`src/rtl/apb_data_bridge_if.sv`:
```
// APB bus bundle between the data bridge (master) and four APB slaves.
// Each slave has its own PRDATA/PREADY return path; the request side is shared.
interface apb_data_bridge_if;
   logic [31:0] PADDR;
   logic        PWRITE;
   logic [31:0] PWDATA;
   logic [3:0]  PSTRB;
   logic [3:0]  PSEL;
   logic        PENABLE;
   logic [31:0] PRDATA0, PRDATA1, PRDATA2, PRDATA3;
   logic        PREADY0, PREADY1, PREADY2, PREADY3;

   modport master (
      output PADDR, PWRITE, PWDATA, PSTRB, PSEL, PENABLE,
      input  PRDATA0, PRDATA1, PRDATA2, PRDATA3,
      input  PREADY0, PREADY1, PREADY2, PREADY3
   );

   modport slave (
      input  PADDR, PWRITE, PWDATA, PSTRB, PSEL, PENABLE,
      output PRDATA0, PRDATA1, PRDATA2, PRDATA3,
      output PREADY0, PREADY1, PREADY2, PREADY3
   );
endinterface

```
`src/rtl/apb_data_bridge.sv`:
```
// Core data port to 4-slave APB bridge: decodes 0x1000_0000..0x1000_3FFF,
// does byte/half lane steering and load extension, aborts slow slaves after TIMEOUT.
module apb_data_bridge #(
   parameter int unsigned TIMEOUT = 255
) (
   input  logic                   clk,
   input  logic                   reset,
   input  logic                   d_req,
   input  logic                   d_wr_en,
   input  logic [31:0]            dAddr,
   input  logic [31:0]            dWdata,
   input  logic [2:0]             extend_controls,
   output logic [31:0]            dRdata,
   output logic                   d_ready,
   output logic                   d_err,
   apb_data_bridge_if.master      apb
);

   localparam logic [7:0] TIMEOUT_CNT = 8'(TIMEOUT);

   typedef enum logic [1:0] {IDLE, SETUP, ACCESS, DONE} state_t;

   state_t      state, state_nxt;
   logic [7:0]  wait_cnt;
   logic [1:0]  idx_q;
   logic [1:0]  lo_q;
   logic [2:0]  ext_q;
   logic        decode_hit;
   logic        sel_ready;
   logic [31:0] sel_rdata;
   logic [31:0] lane_shifted;
   logic [15:0] half_sel;
   logic [31:0] load_val;
   logic        is_byte, is_half;
   logic        timeout_hit;

   assign decode_hit  = (dAddr[31:28] == 4'h1) && (dAddr[27:14] == '0);
   assign is_byte     = (extend_controls == 3'b000) || (extend_controls == 3'b100);
   assign is_half     = (extend_controls == 3'b001) || (extend_controls == 3'b101);
   assign timeout_hit = (state == ACCESS) && !sel_ready && (wait_cnt == TIMEOUT_CNT);

   always_comb begin
      sel_ready = 1'b0;
      sel_rdata = '0;
      case (idx_q)
         2'd0: begin sel_ready = apb.PREADY0; sel_rdata = apb.PRDATA0; end
         2'd1: begin sel_ready = apb.PREADY1; sel_rdata = apb.PRDATA1; end
         2'd2: begin sel_ready = apb.PREADY2; sel_rdata = apb.PRDATA2; end
         default: begin sel_ready = apb.PREADY3; sel_rdata = apb.PRDATA3; end
      endcase
   end

   // Lane extraction uses the registered address bits, not the live dAddr.
   assign lane_shifted = sel_rdata >> {lo_q, 3'b000};
   assign half_sel     = lo_q[1] ? sel_rdata[31:16] : sel_rdata[15:0];

   always_comb begin
      load_val = sel_rdata;
      case (ext_q)
         3'b000:  load_val = {{24{lane_shifted[7]}}, lane_shifted[7:0]};
         3'b100:  load_val = {24'h0, lane_shifted[7:0]};
         3'b001:  load_val = {{16{half_sel[15]}}, half_sel};
         3'b101:  load_val = {16'h0, half_sel};
         default: load_val = sel_rdata;
      endcase
   end

   always_ff @(posedge clk or negedge reset) begin
      if (!reset) state <= IDLE;
      else        state <= state_nxt;
   end

   always_comb begin
      state_nxt   = state;
      apb.PSEL    = '0;
      apb.PENABLE = 1'b0;
      d_ready     = 1'b0;
      case (state)
         IDLE:   if (d_req) state_nxt = decode_hit ? SETUP : DONE;
         SETUP: begin
            apb.PSEL  = 4'b0001 << idx_q;
            state_nxt = ACCESS;
         end
         ACCESS: begin
            apb.PSEL    = 4'b0001 << idx_q;
            apb.PENABLE = 1'b1;
            if (sel_ready || timeout_hit) state_nxt = DONE;
         end
         DONE: begin
            d_ready   = 1'b1;
            state_nxt = IDLE;
         end
         default: state_nxt = IDLE;
      endcase
   end

   always_ff @(posedge clk or negedge reset) begin
      if (!reset) begin
         wait_cnt   <= '0;
         idx_q      <= '0;
         lo_q       <= '0;
         ext_q      <= '0;
         apb.PADDR  <= '0;
         apb.PWRITE <= 1'b0;
         apb.PWDATA <= '0;
         apb.PSTRB  <= '0;
         dRdata     <= '0;
         d_err      <= 1'b0;
      end else begin
         if (state == ACCESS && !sel_ready) wait_cnt <= wait_cnt + 8'd1;
         else                               wait_cnt <= '0;

         if (state == IDLE && d_req) begin
            idx_q      <= dAddr[13:12];
            lo_q       <= dAddr[1:0];
            ext_q      <= extend_controls;
            apb.PADDR  <= {dAddr[31:2], 2'b00};
            apb.PWRITE <= d_wr_en;
            if (!d_wr_en)     apb.PSTRB <= '0;
            else if (is_byte) apb.PSTRB <= 4'b0001 << dAddr[1:0];
            else if (is_half) apb.PSTRB <= dAddr[1] ? 4'b1100 : 4'b0011;
            else              apb.PSTRB <= 4'b1111;
            if (is_byte)      apb.PWDATA <= {4{dWdata[7:0]}};
            else if (is_half) apb.PWDATA <= {2{dWdata[15:0]}};
            else              apb.PWDATA <= dWdata;
            if (!decode_hit) begin
               dRdata <= '0;
               d_err  <= 1'b1;
            end
         end

         if (state == ACCESS) begin
            if (sel_ready) begin
               dRdata <= apb.PWRITE ? '0 : load_val;
               d_err  <= 1'b0;
            end else if (timeout_hit) begin
               dRdata <= '0;
               d_err  <= 1'b1;
            end
         end
      end
   end

endmodule

```
`src/flat_wrapper.sv`:
```
// flat-port wrapper written by rule: the top's interface ports become plain ports
module apb_data_bridge_flat 
#(
   parameter int unsigned TIMEOUT = 255
)
  (clk, reset, d_req, d_wr_en, dAddr, dWdata, extend_controls, dRdata, d_ready, d_err, apb_PADDR, apb_PWRITE, apb_PWDATA, apb_PSTRB, apb_PSEL, apb_PENABLE, apb_PRDATA0, apb_PRDATA1, apb_PRDATA2, apb_PRDATA3, apb_PREADY0, apb_PREADY1, apb_PREADY2, apb_PREADY3);
  apb_data_bridge_if apb_i ();
  input  logic clk;
  input  logic reset;
  input  logic d_req;
  input  logic d_wr_en;
  input  logic [31:0] dAddr;
  input  logic [31:0] dWdata;
  input  logic [2:0] extend_controls;
  output logic [31:0] dRdata;
  output logic d_ready;
  output logic d_err;
  output wire logic [$bits(apb_i.PADDR)-1:0] apb_PADDR;
  output wire logic [$bits(apb_i.PWRITE)-1:0] apb_PWRITE;
  output wire logic [$bits(apb_i.PWDATA)-1:0] apb_PWDATA;
  output wire logic [$bits(apb_i.PSTRB)-1:0] apb_PSTRB;
  output wire logic [$bits(apb_i.PSEL)-1:0] apb_PSEL;
  output wire logic [$bits(apb_i.PENABLE)-1:0] apb_PENABLE;
  input wire logic [$bits(apb_i.PRDATA0)-1:0] apb_PRDATA0;
  input wire logic [$bits(apb_i.PRDATA1)-1:0] apb_PRDATA1;
  input wire logic [$bits(apb_i.PRDATA2)-1:0] apb_PRDATA2;
  input wire logic [$bits(apb_i.PRDATA3)-1:0] apb_PRDATA3;
  input wire logic [$bits(apb_i.PREADY0)-1:0] apb_PREADY0;
  input wire logic [$bits(apb_i.PREADY1)-1:0] apb_PREADY1;
  input wire logic [$bits(apb_i.PREADY2)-1:0] apb_PREADY2;
  input wire logic [$bits(apb_i.PREADY3)-1:0] apb_PREADY3;
  assign apb_PADDR = apb_i.PADDR;
  assign apb_PWRITE = apb_i.PWRITE;
  assign apb_PWDATA = apb_i.PWDATA;
  assign apb_PSTRB = apb_i.PSTRB;
  assign apb_PSEL = apb_i.PSEL;
  assign apb_PENABLE = apb_i.PENABLE;
  assign apb_i.PRDATA0 = apb_PRDATA0;
  assign apb_i.PRDATA1 = apb_PRDATA1;
  assign apb_i.PRDATA2 = apb_PRDATA2;
  assign apb_i.PRDATA3 = apb_PRDATA3;
  assign apb_i.PREADY0 = apb_PREADY0;
  assign apb_i.PREADY1 = apb_PREADY1;
  assign apb_i.PREADY2 = apb_PREADY2;
  assign apb_i.PREADY3 = apb_PREADY3;
  apb_data_bridge #(.TIMEOUT(TIMEOUT)) u_core (.clk(clk), .reset(reset), .d_req(d_req), .d_wr_en(d_wr_en), .dAddr(dAddr), .dWdata(dWdata), .extend_controls(extend_controls), .dRdata(dRdata), .d_ready(d_ready), .d_err(d_err), .apb(apb_i));
endmodule
```
`config.mk`:
```
export PLATFORM = sky130hd
export DESIGN_NAME = apb_data_bridge_flat
export DESIGN_NICKNAME = d
export VERILOG_FILES = /design/src/rtl/apb_data_bridge_if.sv /design/src/rtl/apb_data_bridge.sv /design/src/flat_wrapper.sv
export SDC_FILE = /design/constraint.sdc
export NUM_CORES = 1
export LEC_CHECK = 0
export CORE_MARGIN = 1
export CORE_UTILIZATION = 41
export DETAILED_ROUTE_END_ITERATION = 12
export HOLD_SLACK_MARGIN = 0.12
export PLACE_DENSITY_LB_ADDON = 0.15
export SLEW_MARGIN = 30
export SYNTH_ARGS = -nofsm -noshare
export SYNTH_HDL_FRONTEND = slang
export SYNTH_SLANG_ARGS = --single-unit
```
`constraint.sdc`:
```
create_clock -name clk -period 2.7 [get_ports clk]
set_clock_uncertainty 0.05 [all_clocks]
set_input_delay 0.405 -clock clk [delete_from_list [all_inputs] [get_ports clk]]
set_output_delay 0.405 -clock clk [all_outputs]
set_load 0.03 [all_outputs]
```
* Yosys cells after proc, flatten, opt, wreduce, memory -nomap -nowiden *
Index checks and enable logic that the tools add are counted.

storage, ports and cells
  register bits after elaboration = 117
  bits of input ports = 203
  output and inout bits = 108
  logic and storage cells = 74

cells by class
  add/subtract/negate cells = 1
  eq/ne operators = 15
  shift-type cells = 3
  mux-type cells = 29
  reduce and logical (&&, ||, !) cells = 15

operators by type and width
  operator                                         number
  2-to-1 mux 32 bit                                8
  one-hot mux 32 bit (4 select lines)              1
  one-hot mux 32 bit (3 select lines)              1
  >> shifter 32 x 5 -> 8 bit                       1
  2-to-1 mux 4 bit                                 5
  2-to-1 mux 16 bit                                1
  zero test 14 bit                                 1
  == test 3 bit, second input constant             4
  adder 8 x 1 -> 8 bit, second input constant      1
  == test 8 bit, second input constant             1
  2-to-1 mux 8 bit                                 1
  one-hot mux 2 bit (4 select lines)               1
  left shift 1 x 2 -> 4 bit, first input constant  2
  2-to-1 mux 1 bit                                 7
  == test 2 bit, second input constant             3
  == test 3 x 1 -> 1 bit, second input constant    2
  zero test 3 bit                                  2
  2-to-1 mux 2 bit                                 3
  == test 2 x 1 -> 1 bit, second input constant    2
  == test 4 x 1 -> 1 bit, second input constant    1
  logical AND 1 bit                                4
  zero test 2 bit                                  2
  logical OR 1 bit                                 3
  one-hot mux 1 bit (3 select lines)               1
  5 further kinds                                  5

* Longest topological paths before layout *
  depth in word-level cells = 8
  mapped depth = 8
  depth with buffers taken out = 7

* Worst setup path before layout *
Ideal clock, no wire load.

  kind = reg-to-output
  start = register u_core.apb.PADDR[13] (netlist name)
  end = output port apb_PSEL[0]
  arrival = 1.980 ns
  data required time = 2.245 ns
  path slack = 0.265 ns
  cell stages (with the launch flop) = 6
  buffers on the path = 4
  cells stage by stage = dfrtp_1 > buf_2 > buf_2 > buf_2 > buf_2 > nor3b_1

RTL lines
  item           RTL line            RTL
  end, declared  flat_wrapper.sv:22  output wire logic [$bits(apb_i.PSEL)-1:0] apb_PSEL;

* Worst setup path after layout *
  start = register u_core.state[0]
  end = output port apb_PSEL[0]

between the ends
  longest elaborated chain between the ends = 3
  elaborated cells between the ends (all ways) = 4
  those cells by class = eq/ne (2); mux (1); reduce/logical (1)

RTL lines
  item                                                     RTL line               RTL
  start, declared                                          apb_data_bridge.sv:23  state_t state, state_nxt;
  start signal, assigned                                   apb_data_bridge.sv:70  else state <= state_nxt;
  == test 2 x 1 -> 1 bit or == test 2 bit (tied branches)  apb_data_bridge.sv:78  case (state)
  OR reduction 2 bit (no line) *                           -
  2-to-1 mux 4 bit *                                       -

Mark *: on every way between the ends. The rest lies on a longest branch, timed or not.

==> flow_summary.yaml <==
run_status:
  status: "completed"
sta:
  fmax_mhz: 386
  period_needed_ns: 2.59
  tightest_slew_ns: 0.680
  setup_viol: 0
  hold_viol: 0
  grt_setup_unrepaired: "false"
  maxSlewViolCount: 0
  relSlewSlack_pct: 54.7
  fin_crit_sh_pct: 95.8
  finalSetupTns_ns: 0
detailed_routing:
  drt-total-wl_um: 20800
  vias: 5689
  firstDrtPassIters: 5
  first_iter_violations: 368
  ant_nets: 0
  vias_per_cell: 5.52
  post-route-drc-count: 0
  wl_per_cell_um: 20.2
floorplanning:
  die_h_um: 126
  core_um2: 14800
  io_pins: 311
  start_util_pct: 42.6
  die-area_um2: 15800
  die_w_um: 126
  fp-row-count: 44
yosys:
  synthesis.area_um2: 6280
  yosysWarnings: 0
  synthFlopType: "dfrtp_1"
  synth-seq-area-share_pct: 45.8
  ys_async_sr_fraction_pct: 100
  syn_inst: 527
  synth_area_per_cell_um2: 11.9
  synth_cell_types: 53
  synth_seq_cells: 115
  synth-edff-count: 0
critical_path:
  critPathLaunchType: "register"
  crit_required_ns: 2.25
  rrSetupSlack_ns: 0.18
  path_class: "register to primary output"
  path_max_fanout: 5
  critPathCaptureType: "primary output"
  arrival_ns: 2.13
clock_tree:
  cts_resized: 0
  tritoncts.num_buffers: 17
  ctsRootBufferMaster: "clkbuf_16"
  cts.clk_slew.worst_paths_ns: 0.05
  ctsHtreeMaxLevel: 4
  cts_tree: "yes"
  cts_max_path_buffers: 2
  clock_latency_ns: 0.42
  cts_setup_buffers: 0
  clkSinkCount: 115
grt:
  grt_pass1_wl_um: 32500
  first_global_vias: 6016
  track_usage_pct: 27.0
  grt_max_degree: 53
  overflow: 0
  antenna_found_initial: 3
power_and_ir_drop:
  p_leak_uw: 0.00411
  power_density_nw_per_um2: 1170
  peakVddDrop_uv: 776
cells_and_area:
  nets: 1041
  mostFrequentLayoutCells: "clkdlybuf4s50_1 (307), dfrtp_1 (113), nand2_1 (44)"
  layout_commonest_cell: "clkdlybuf4s50_1"
  drive_above_1_share_pct: 16.4
  fin_area_um2: 10200
  num_antenna_cells: 0
  area_growth_pct: 62.1
job:
  maxCapViolations: 0
min_path:
  hold_path.class: "primary input to asynchronous set/reset pin"
placement:
  postPlaceCellArea_um2: 9550
  gp_congestion: 0.915
  numPortBuffers: 308
  dp_hpwl_um: 16200
## critical path: stages, from the launching register on
cell and delay [ns]:
dfrtp_1 0.38, inv_1 0.09, ha_1 0.36, nor3b_1 0.19, clkdlybuf4s50_1 0.70
## where the power goes
part	switching (uW)	internal (uW)	total, uW
combinational	3530	2970	6500
clock	779	1590	2370
sequential	532	2470	3000
total	4840	7030	11900
## Yosys cell counts (4+ instances only)
library cell,number,area [um^2]
dfrtp_1,115,2880
nand2_1,45,169
mux2_2,42,473
mux4_2,37,833
o21ai_0,32,160
mux2i_1,27,270
nor2_1,27,101
o21ai_1,18,90.1
a21oi_1,17,85.1
a32oi_1,16,140
clkbuf_1,15,56.3
buf_2,13,65.1
and2_1,12,75.1
o22a_1,8,70.1
a211oi_1,7,52.6
a22o_1,7,61.3
buf_1,7,26.3
o221ai_1,7,61.3
o2bb2ai_1,7,61.3
nand3_1,6,30.0
ha_1,5,62.6
inv_1,5,18.8
nand2b_1,5,31.3
buf_4,4,30.0
nor2b_1,4,25.0
## repair_timing
action                                 CTS  global route
endpoints found under the hold margin   32             0
hold buffers                             1             0
setup endpoints to repair                0             0
## sequential cells by signal, summed over array words and instances (netlist names)
| name | cells |
|---|---|
| u_core.apb.PSTRB | 4 |
| u_core.state | 2 |
| u_core.apb.PWRITE | 1 |
| u_core.lo_q | 2 |
| u_core.dRdata | 32 |
| u_core.ext_q | 3 |
| u_core.apb.PADDR | 29 |
| u_core.wait_cnt | 8 |
| u_core.d_err | 1 |
| u_core.apb.PWDATA | 32 |
| u_core.idx_q | 1 |
## final cells by class
cell class              instances  area, um^2
fillers                      1076        4570
repair buffers                328        3260
multi-input cells             366        3170
flip-flops and latches        115        2880
clock buffers                  23         468
well taps                     184         230
clock inverters                 9         153
inverters                       5        18.8
## routing by layer
layer | global-route usage, % | up-vias | share of wire [%]
li1 | - | 2611 | -
met1 | 31.0 | 2754 | 39
met2 | 46.8 | 284 | 50
met3 | 8.16 | 36 | 8.8
met4 | 11.4 | 4 | 2.2
met5 | 0 | - | 0.13
## final timing paths
check	start	to	cells past startpoint
max in group asynchronous	reset	u_core.dRdata[14]	3
worst min register to register	u_core.apb.PWDATA[26]	u_core.apb.PWDATA[26]	2
worst max-delay path	u_core.state[0]	apb_PSEL[0]	4
worst min-delay path	reset	u_core.apb.PADDR[16]	2
worst max register to register	u_core.state[0]	u_core.dRdata[8]	7
min in group clk	u_core.apb.PWDATA[26]	u_core.apb.PWDATA[26]	2
## kinds of logic (layout without fill, tap and decap cells)
kind of cell | count (synthesis) | count (layout) | synth area share (%)
simple gates | 116 | 116 | 8.77
mux | 108 | 108 | 25.5
compound gates | 130 | 130 | 14.3
flops | 115 | 115 | 45.8
buf+inv | 47 | 365 | 3.83
other cells | 1 | 2 | 0.0597
xor+xnor | 5 | 5 | 0.698
fa+ha+maj | 5 | 5 | 0.996
## through the flow
stage	worst slack, ns	util [%]	hold slack (ns)	total power [uW]	std cells
finish	0.112	69.0	0.430	11900	1030
global route	0.0160	69.0	0.464	12500	1030
CTS	0.0962	69.0	0.435	11900	1030
detailed placement	0.0903	64.7	0.337	9520	997
global placement	0.174	64.7	0.326	9360	997
floorplan	0.265	-	0.0594	6980	528
No activity file was read; power rests on OpenSTA's default activity.
